**config.mk**
```make
export PLATFORM = sky130hd
export DESIGN_NAME = sram_rgb_reader
export DESIGN_NICKNAME = d
export VERILOG_FILES = /design/src/rtl/rgb_timing_pkg.sv /design/src/rtl/rgb_timing_gen.sv /design/src/rtl/sram_rgb_reader.sv
export SDC_FILE = /design/constraint.sdc
export NUM_CORES = 1
export LEC_CHECK = 0
export ABC_AREA = 1
export CORE_ASPECT_RATIO = 1.4
export CORE_MARGIN = 4
export CORE_UTILIZATION = 47
export CTS_CLUSTER_DIAMETER = 200
export DETAILED_ROUTE_END_ITERATION = 10
export HOLD_SLACK_MARGIN = 0.12
export PLACE_DENSITY_LB_ADDON = 0.05
export SYNTH_ARGS = -nofsm -noshare
export SYNTH_HDL_FRONTEND = slang
export SYNTH_SLANG_ARGS = --single-unit
```
**constraint.sdc**
```tcl
create_clock -name Clock -period 2.2 [get_ports Clock]
set_input_delay 0.33 -clock Clock [delete_from_list [all_inputs] [get_ports Clock]]
set_output_delay 0.33 -clock Clock [all_outputs]
set_load 0.005 [all_outputs]
```
**src/rtl/rgb_timing_pkg.sv**
```systemverilog
`default_nettype none
// ============================================================================
// Module   : rgb_timing_pkg
// Purpose  : Shared RGB panel timing defaults, frame-size helper, pixel
//            bit-field layout and reader FSM state encoding.
// Revision : 1.0 - initial release
// ============================================================================
package rgb_timing_pkg;

    // Default 800x480 panel timing (clocks / lines)
    localparam int c_h_active_def = 800;
    localparam int c_h_fp_def     = 40;
    localparam int c_h_sync_def   = 48;
    localparam int c_h_bp_def     = 40;
    localparam int c_v_active_def = 480;
    localparam int c_v_fp_def     = 13;
    localparam int c_v_sync_def   = 3;
    localparam int c_v_bp_def     = 29;

    // Pixel word layout on the SRAM data bus: {B, G, R}
    localparam int c_pix_w = 24;
    localparam int c_r_lsb = 0;
    localparam int c_g_lsb = 8;
    localparam int c_b_lsb = 16;

    // Total length of a line (in clocks) or of a frame (in lines)
    function automatic int line_total(input int act, input int fp,
                                      input int sync, input int bp);
        return act + fp + sync + bp;
    endfunction

    typedef enum logic [0:0] {
        ST_IDLE = 1'b0,
        ST_RUN  = 1'b1
    } rd_state_t;

endpackage
`default_nettype wire

```
**src/rtl/rgb_timing_gen.sv**
```systemverilog
`default_nettype none
// ============================================================================
// Module   : rgb_timing_gen
// Purpose  : Horizontal/vertical raster counters with active, HS and VS
//            decode. Counters run only while i_run is high, otherwise they
//            are held at the frame origin.
// Revision : 1.0 - initial release
// ============================================================================
module rgb_timing_gen
    import rgb_timing_pkg::*;
#(
    parameter int H_ACTIVE = c_h_active_def,
    parameter int H_FP     = c_h_fp_def,
    parameter int H_SYNC   = c_h_sync_def,
    parameter int H_BP     = c_h_bp_def,
    parameter int V_ACTIVE = c_v_active_def,
    parameter int V_FP     = c_v_fp_def,
    parameter int V_SYNC   = c_v_sync_def,
    parameter int V_BP     = c_v_bp_def
) (
    input  logic Clock,
    input  logic Reset,
    input  logic i_run,
    output logic o_frame_end,
    output logic o_act,
    output logic o_hs,
    output logic o_vs
);

    localparam int c_h_total = line_total(H_ACTIVE, H_FP, H_SYNC, H_BP);
    localparam int c_v_total = line_total(V_ACTIVE, V_FP, V_SYNC, V_BP);
    localparam int c_hw      = $clog2(c_h_total);
    localparam int c_vw      = $clog2(c_v_total);
    localparam int c_hs_beg  = H_ACTIVE + H_FP;
    localparam int c_hs_end  = H_ACTIVE + H_FP + H_SYNC;
    localparam int c_vs_beg  = V_ACTIVE + V_FP;
    localparam int c_vs_end  = V_ACTIVE + V_FP + V_SYNC;

    logic [c_hw-1:0] r_h_cnt;
    logic [c_vw-1:0] r_v_cnt;
    logic            w_h_last;
    logic            w_v_last;

    assign w_h_last = (int'(r_h_cnt) == c_h_total - 1);
    assign w_v_last = (int'(r_v_cnt) == c_v_total - 1);

    // Raster scan: h wraps each line and advances v; v wraps each frame
    always_ff @(negedge Clock or negedge Reset) begin
        if (!Reset) begin
            r_h_cnt <= '0;
            r_v_cnt <= '0;
        end else if (!i_run) begin
            r_h_cnt <= '0;
            r_v_cnt <= '0;
        end else if (w_h_last) begin
            r_h_cnt <= '0;
            r_v_cnt <= w_v_last ? '0 : r_v_cnt + 1'b1;
        end else begin
            r_h_cnt <= r_h_cnt + 1'b1;
        end
    end

    assign o_frame_end = i_run && w_h_last && w_v_last;
    assign o_act = i_run && (int'(r_h_cnt) < H_ACTIVE) && (int'(r_v_cnt) < V_ACTIVE);
    assign o_hs  = i_run && (int'(r_h_cnt) >= c_hs_beg) && (int'(r_h_cnt) < c_hs_end);
    assign o_vs  = i_run && (int'(r_v_cnt) >= c_vs_beg) && (int'(r_v_cnt) < c_vs_end);

endmodule
`default_nettype wire

```
**src/rtl/sram_rgb_reader.sv**
```systemverilog
`default_nettype none
// ============================================================================
// Module   : sram_rgb_reader
// Purpose  : Streams a stored frame out of SRAM in raster order and drives
//            RGB panel timing. Read addresses are issued on active pixels;
//            strobes are delayed to line up with the SRAM read latency so
//            DE, syncs and pixel data reach the pins together.
// Revision : 1.0 - initial release
// ============================================================================
module sram_rgb_reader
    import rgb_timing_pkg::*;
#(
    parameter int H_ACTIVE = c_h_active_def,
    parameter int H_FP     = c_h_fp_def,
    parameter int H_SYNC   = c_h_sync_def,
    parameter int H_BP     = c_h_bp_def,
    parameter int V_ACTIVE = c_v_active_def,
    parameter int V_FP     = c_v_fp_def,
    parameter int V_SYNC   = c_v_sync_def,
    parameter int V_BP     = c_v_bp_def,
    parameter int ADDR_W   = 19,
    parameter int READ_LAT = 2
) (
    input  logic              Clock,
    input  logic              Reset,
    input  logic              Frame_Ready,
    input  logic [c_pix_w-1:0] Sram_Data,
    output logic [ADDR_W-1:0] Sram_Addr,
    output logic              Sram_OE_n,
    output logic              RGB_VSA_Inv,
    output logic              RGB_HSA_Inv,
    output logic              RGB_DE,
    output logic [7:0]        RGB_R,
    output logic [7:0]        RGB_G,
    output logic [7:0]        RGB_B,
    output logic              Frame_Start
);

    localparam logic [ADDR_W-1:0] c_last_pix = ADDR_W'(H_ACTIVE * V_ACTIVE - 1);

    rd_state_t           r_state;
    logic                r_frame_start;
    logic                r_oe_n;
    logic [ADDR_W-1:0]   r_rd_ptr;
    logic [ADDR_W-1:0]   r_addr;
    logic [READ_LAT-1:0] r_act_d;
    logic [READ_LAT-1:0] r_hs_d;
    logic [READ_LAT-1:0] r_vs_d;
    logic                r_de;
    logic                r_hs_n;
    logic                r_vs_n;
    logic [c_pix_w-1:0]  r_rgb;

    logic w_run;
    logic w_frame_end;
    logic w_act;
    logic w_hs;
    logic w_vs;

    assign w_run = (r_state == ST_RUN);

    rgb_timing_gen #(
        .H_ACTIVE (H_ACTIVE),
        .H_FP     (H_FP),
        .H_SYNC   (H_SYNC),
        .H_BP     (H_BP),
        .V_ACTIVE (V_ACTIVE),
        .V_FP     (V_FP),
        .V_SYNC   (V_SYNC),
        .V_BP     (V_BP)
    ) u_timing (
        .Clock       (Clock),
        .Reset       (Reset),
        .i_run       (w_run),
        .o_frame_end (w_frame_end),
        .o_act       (w_act),
        .o_hs        (w_hs),
        .o_vs        (w_vs)
    );

    // Frame sequencing: Frame_Ready is only looked at in IDLE and at the
    // frame wrap, so a mid-frame drop always lets the frame finish
    always_ff @(negedge Clock or negedge Reset) begin
        if (!Reset) begin
            r_state       <= ST_IDLE;
            r_frame_start <= 1'b0;
            r_oe_n        <= 1'b1;
        end else begin
            r_frame_start <= 1'b0;
            unique case (r_state)
                ST_IDLE: begin
                    if (Frame_Ready) begin
                        r_state       <= ST_RUN;
                        r_frame_start <= 1'b1;
                        r_oe_n        <= 1'b0;
                    end
                end
                ST_RUN: begin
                    if (w_frame_end) begin
                        if (Frame_Ready) begin
                            r_frame_start <= 1'b1;
                        end else begin
                            r_state <= ST_IDLE;
                            r_oe_n  <= 1'b1;
                        end
                    end
                end
                default: begin
                    r_state <= ST_IDLE;
                    r_oe_n  <= 1'b1;
                end
            endcase
        end
    end

    // Linear read pointer: rewinds at every frame origin, saturates on the
    // last pixel so it never runs past the frame
    always_ff @(negedge Clock or negedge Reset) begin
        if (!Reset) begin
            r_rd_ptr <= '0;
            r_addr   <= '0;
        end else if (!w_run || w_frame_end) begin
            r_rd_ptr <= '0;
        end else if (w_act) begin
            r_addr <= r_rd_ptr;
            if (r_rd_ptr != c_last_pix) begin
                r_rd_ptr <= r_rd_ptr + 1'b1;
            end
        end
    end

    // Strobe delay lines covering the address register plus SRAM latency
    always_ff @(negedge Clock or negedge Reset) begin
        if (!Reset) begin
            r_act_d <= '0;
            r_hs_d  <= '0;
            r_vs_d  <= '0;
        end else begin
            r_act_d[0] <= w_act;
            r_hs_d[0]  <= w_hs;
            r_vs_d[0]  <= w_vs;
            for (int i = 1; i < READ_LAT; i++) begin
                r_act_d[i] <= r_act_d[i-1];
                r_hs_d[i]  <= r_hs_d[i-1];
                r_vs_d[i]  <= r_vs_d[i-1];
            end
        end
    end

    // Output stage: capture SRAM data alongside the final strobe stage;
    // pixel data is blanked outside the active area
    always_ff @(negedge Clock or negedge Reset) begin
        if (!Reset) begin
            r_de   <= 1'b0;
            r_hs_n <= 1'b1;
            r_vs_n <= 1'b1;
            r_rgb  <= '0;
        end else begin
            r_de   <= r_act_d[READ_LAT-1];
            r_hs_n <= ~r_hs_d[READ_LAT-1];
            r_vs_n <= ~r_vs_d[READ_LAT-1];
            r_rgb  <= r_act_d[READ_LAT-1] ? Sram_Data : '0;
        end
    end

    assign Sram_Addr   = r_addr;
    assign Sram_OE_n   = r_oe_n;
    assign Frame_Start = r_frame_start;
    assign RGB_DE      = r_de;
    assign RGB_HSA_Inv = r_hs_n;
    assign RGB_VSA_Inv = r_vs_n;
    assign RGB_R       = r_rgb[c_r_lsb +: 8];
    assign RGB_G       = r_rgb[c_g_lsb +: 8];
    assign RGB_B       = r_rgb[c_b_lsb +: 8];

endmodule
`default_nettype wire

```
==> summary by stage <==
Routing
The count of vias placed by the detailed router is 3543. The detail route stage leaves a number of antenna-violating nets equal to 0. The final routed wire length divided by cell count is 13.5 microns. The detailed router finished its first iteration with 162 violations.

After detailed routing, the number of vias per cell comes to 4.93. The first-pass iteration count of the detailed router is 4. Summed over all layers, the routed wires come to 9.66 mm. The detailed-route DRC error count is 0.

Finish
0 antenna diodes ended up in the layout. The top cell types in the final layout, fill and taps aside, are sky130_fd_sc_hd__nand2_1, sky130_fd_sc_hd__dfrtn_1, sky130_fd_sc_hd__inv_1, sky130_fd_sc_hd__nand3_1, sky130_fd_sc_hd__buf_2. The leading cell type in the layout, fill and taps excluded is sky130_fd_sc_hd__nand2_1. The area growth from synthesis to layout is 24.6%.

The proportion of layout cells with a drive suffix above 1 is 18.3%. The final-stage net count is 639. Leaving out filler cells and counting taps, the final layout contains 718. The area of all placed cells without fillers is 5420 sq um.

STA
The setup violation total in the final timing report is 48. The headroom to the max-slew limit is 49.8%. The number of pins exceeding their max-slew limit in the final report was 0.

Setup repair after global routing could not meet its margin everywhere. The post-route clock skew is 54.2 ps. After layout, the worst setup slack is -236 ps. The number of hold-slack violations in the final timing report came to 0.

At the pin with the least slew margin, the transition time is 754 ps.

Logic synthesis
The number of nets handed over by synthesis was 543. The distinct cell type count after synthesis is 32. Summed over all instances, the cell type with the most area after synthesis is sky130_fd_sc_hd__dfrtn_1. Summing the sequential cell areas from Yosys gives 54.2% of the chip area. The synthesized instance count is 510.

The average instance area after synthesis is 8.53 sq um. Summed over its instances, the top area cell type makes up 52.4% of the synthesized netlist area. By area the synthesized netlist is led by sky130_fd_sc_hd__dfrtn_1, sky130_fd_sc_hd__nand2_1, sky130_fd_sc_hd__nand3_1. The Yosys warning count is 0. The flop and latch count out of synthesis is 94.

The combined area of all synthesized cells is 4350 sq um.

Critical path
The family of cells with the greatest summed delay on the critical path is flip-flops. The number of cells on the worst reg-to-reg path is 10. STA classifies the critical path endpoint as an output pin.

Together, buffers and inverters on the worst path number 1. Along the worst path, the maximum fanout reaches 2. Traced cell by cell, the critical path runs through buf_6. The number of gates on the worst path with buffers counted is 1. The sort of element at the start of the critical path is a flip-flop. The classification of the worst setup path is reg -> out. The cell type of the slowest stage on the worst timing path is sky130_fd_sc_hd__dfstp_2. At the worst endpoint, the arrival time is 2110 ps. At the worst endpoint, the required time is 1870 ps. The largest stage delay on the critical path is 530 ps.

Placement
The placed instances occupy a cell area of 5280 sq um. Timing analysis after detailed placement gives a worst setup slack of -225 ps. Routability-driven placement finished with a final weighted congestion of 0.892. Input and output buffers added on the ports amount to 74. The number of placed cells counting well taps is 691.

The detailed placement HPWL is 6.98 mm.

Floorplanning
The die is 122 microns tall. The area of the die is 10900 sq um. After floorplanning, the core was sized to cover 9030 sq um. The die is 89.3 microns wide.

The initialized floorplan defines 41 standard-cell rows. The initial utilization of the core area, before any placement, comes to 48.2%. The I/O pin count is 75.

Clock tree
TritonCTS built the clock tree. The clock transition at the registers of the reported paths is 50 ps. The clock insertion delay at the later pin of the skew report is 390 ps. The deepest clock path buffer count is 2. For this design, the sink count on the clock tree is 94. The root buffer cell is sky130_fd_sc_hd__clkbuf_16. In this run the number of H-tree levels came out at 3. Counting the buffers created by CTS gives 9. Buffers inserted to repair hold after CTS numbered 0.

Min path
The count of cells along the worst hold path is 0. The class of the worst hold path is reg -> reg.

Power and ir drop
The highest ir drop seen on vdd is 0.587 mV. The total power is 4.50 mW. The leakage power of the design is 2.79 nW.

Dividing total power by cell area gives a power density of 831 nW/um^2.

Global route
The overall track demand over capacity in global routing is 19.7%. The number of antenna violations at the first check in global routing is 0. Entering global routing, the biggest net connects 34 pins. The number of global-route vias before repair is 3551.

The first global-routing pass estimated 16.7 mm of wire. The final global-route overflow total is 0.

Flow run
The tool flagged a number of max-cap violations equal to 0.

Outcome
The checks that failed: setup timing. The flow ran to the end, but the final reports show violations.
power breakdown:
| group | internal, mW | leakage, nW | switching (mW) |
|---|---|---|---|
| clock network | 0.892 | 0.163 | 0.664 |
| registers | 1.97 | 1.18 | 0.224 |
| logic | 0.352 | 1.45 | 0.399 |
| total | 3.22 | 2.79 | 1.29 |
synthesized netlist by cell type, drive strengths merged:
| cell type | number |
|---|---|
| a2111oi | 1 |
| a21oi | 5 |
| a31oi | 2 |
| buf | 10 |
| clkbuf | 3 |
| dfrtn | 91 |
| dfstp | 3 |
| ha | 6 |
| inv | 68 |
| nand2 | 146 |
| nand3 | 49 |
| nand3b | 3 |
| nand4 | 12 |
| nor2 | 54 |
| nor3 | 9 |
| nor4 | 1 |
| o21ai | 27 |
| o22ai | 3 |
| or2 | 2 |
| xnor2 | 2 |
| xor2 | 13 |
registers in the layout (all words and copies together), names as in the netlist, 2 cells and up:
| name | count |
|---|---|
| Sram_Addr | 19 |
| r_act_d | 2 |
| r_hs_d | 2 |
| r_rd_ptr | 19 |
| r_rgb | 24 |
| r_vs_d | 2 |
| u_timing.r_h_cnt | 10 |
| u_timing.r_v_cnt | 10 |
stage by stage:
stage / utilization (%) / TNS [ps] / hold slack [ps]
after global placement: 58.5 / -5750 / 294
final: 60.0 / -3940 / 295
after global routing: 60.0 / -5740 / 300
after CTS: 59.6 / -4860 / 296
after detailed placement: 58.5 / -5890 / 296
after floorplan: - / 0 / 292
path summary, 6_finish.rpt:
path | startpoint | end | slack, ps
setup / recovery | Sram_OE_n | Sram_OE_n | -240
hold / removal | r_vs_d[0] | r_vs_d[1] | 300
setup reg to reg | r_rd_ptr[0] | r_rd_ptr[18] | 280
hold reg to reg | r_vs_d[0] | r_vs_d[1] | 300
max in group asynchronous | Reset | Sram_Addr[5] | 910
min in group asynchronous | Reset | u_timing.r_h_cnt[5] | 830
timing repair:
| item | CTS | global route |
|---|---|---|
| hold endpoints to repair | 0 | 0 |
| buffers inserted | 5 | 4 |
| endpoints found under the setup margin | 48 | 48 |
| resized for setup | 192 | 1 |
cell families (layout without fill, tap and decap cells):
kind of cell    Yosys count  after routing  synth area share (%)
simple gates            276            276                  28.3
fa+ha+maj                 6              6                  1.73
flops                    94             94                  54.2
xor+xnor                 15             15                  3.02
buf+inv                  81            182                  7.94
compound gates           38             38                  4.86
layout make-up:
| class | count | area (sq um) |
|---|---|---|
| repair buffers | 96 | 719 |
| inverters | 67 | 251 |
| multi-input cells | 335 | 1650 |
| clock buffers | 11 | 253 |
| clock inverters | 8 | 57.6 |
| well taps | 107 | 134 |
| flip-flops and latches | 94 | 2360 |
| fillers | 831 | 3610 |
routing by layer:
layer  global-route usage (%)  wire length [microns]  part of all wire [%]
met2                     32.7                   5100                    53
met5                        0                      0                     0
met4                     9.22                    218                   2.3
met3                     4.13                    365                   3.8
met1                     24.2                   3970                    41
(Power assumes the default switching activity.)
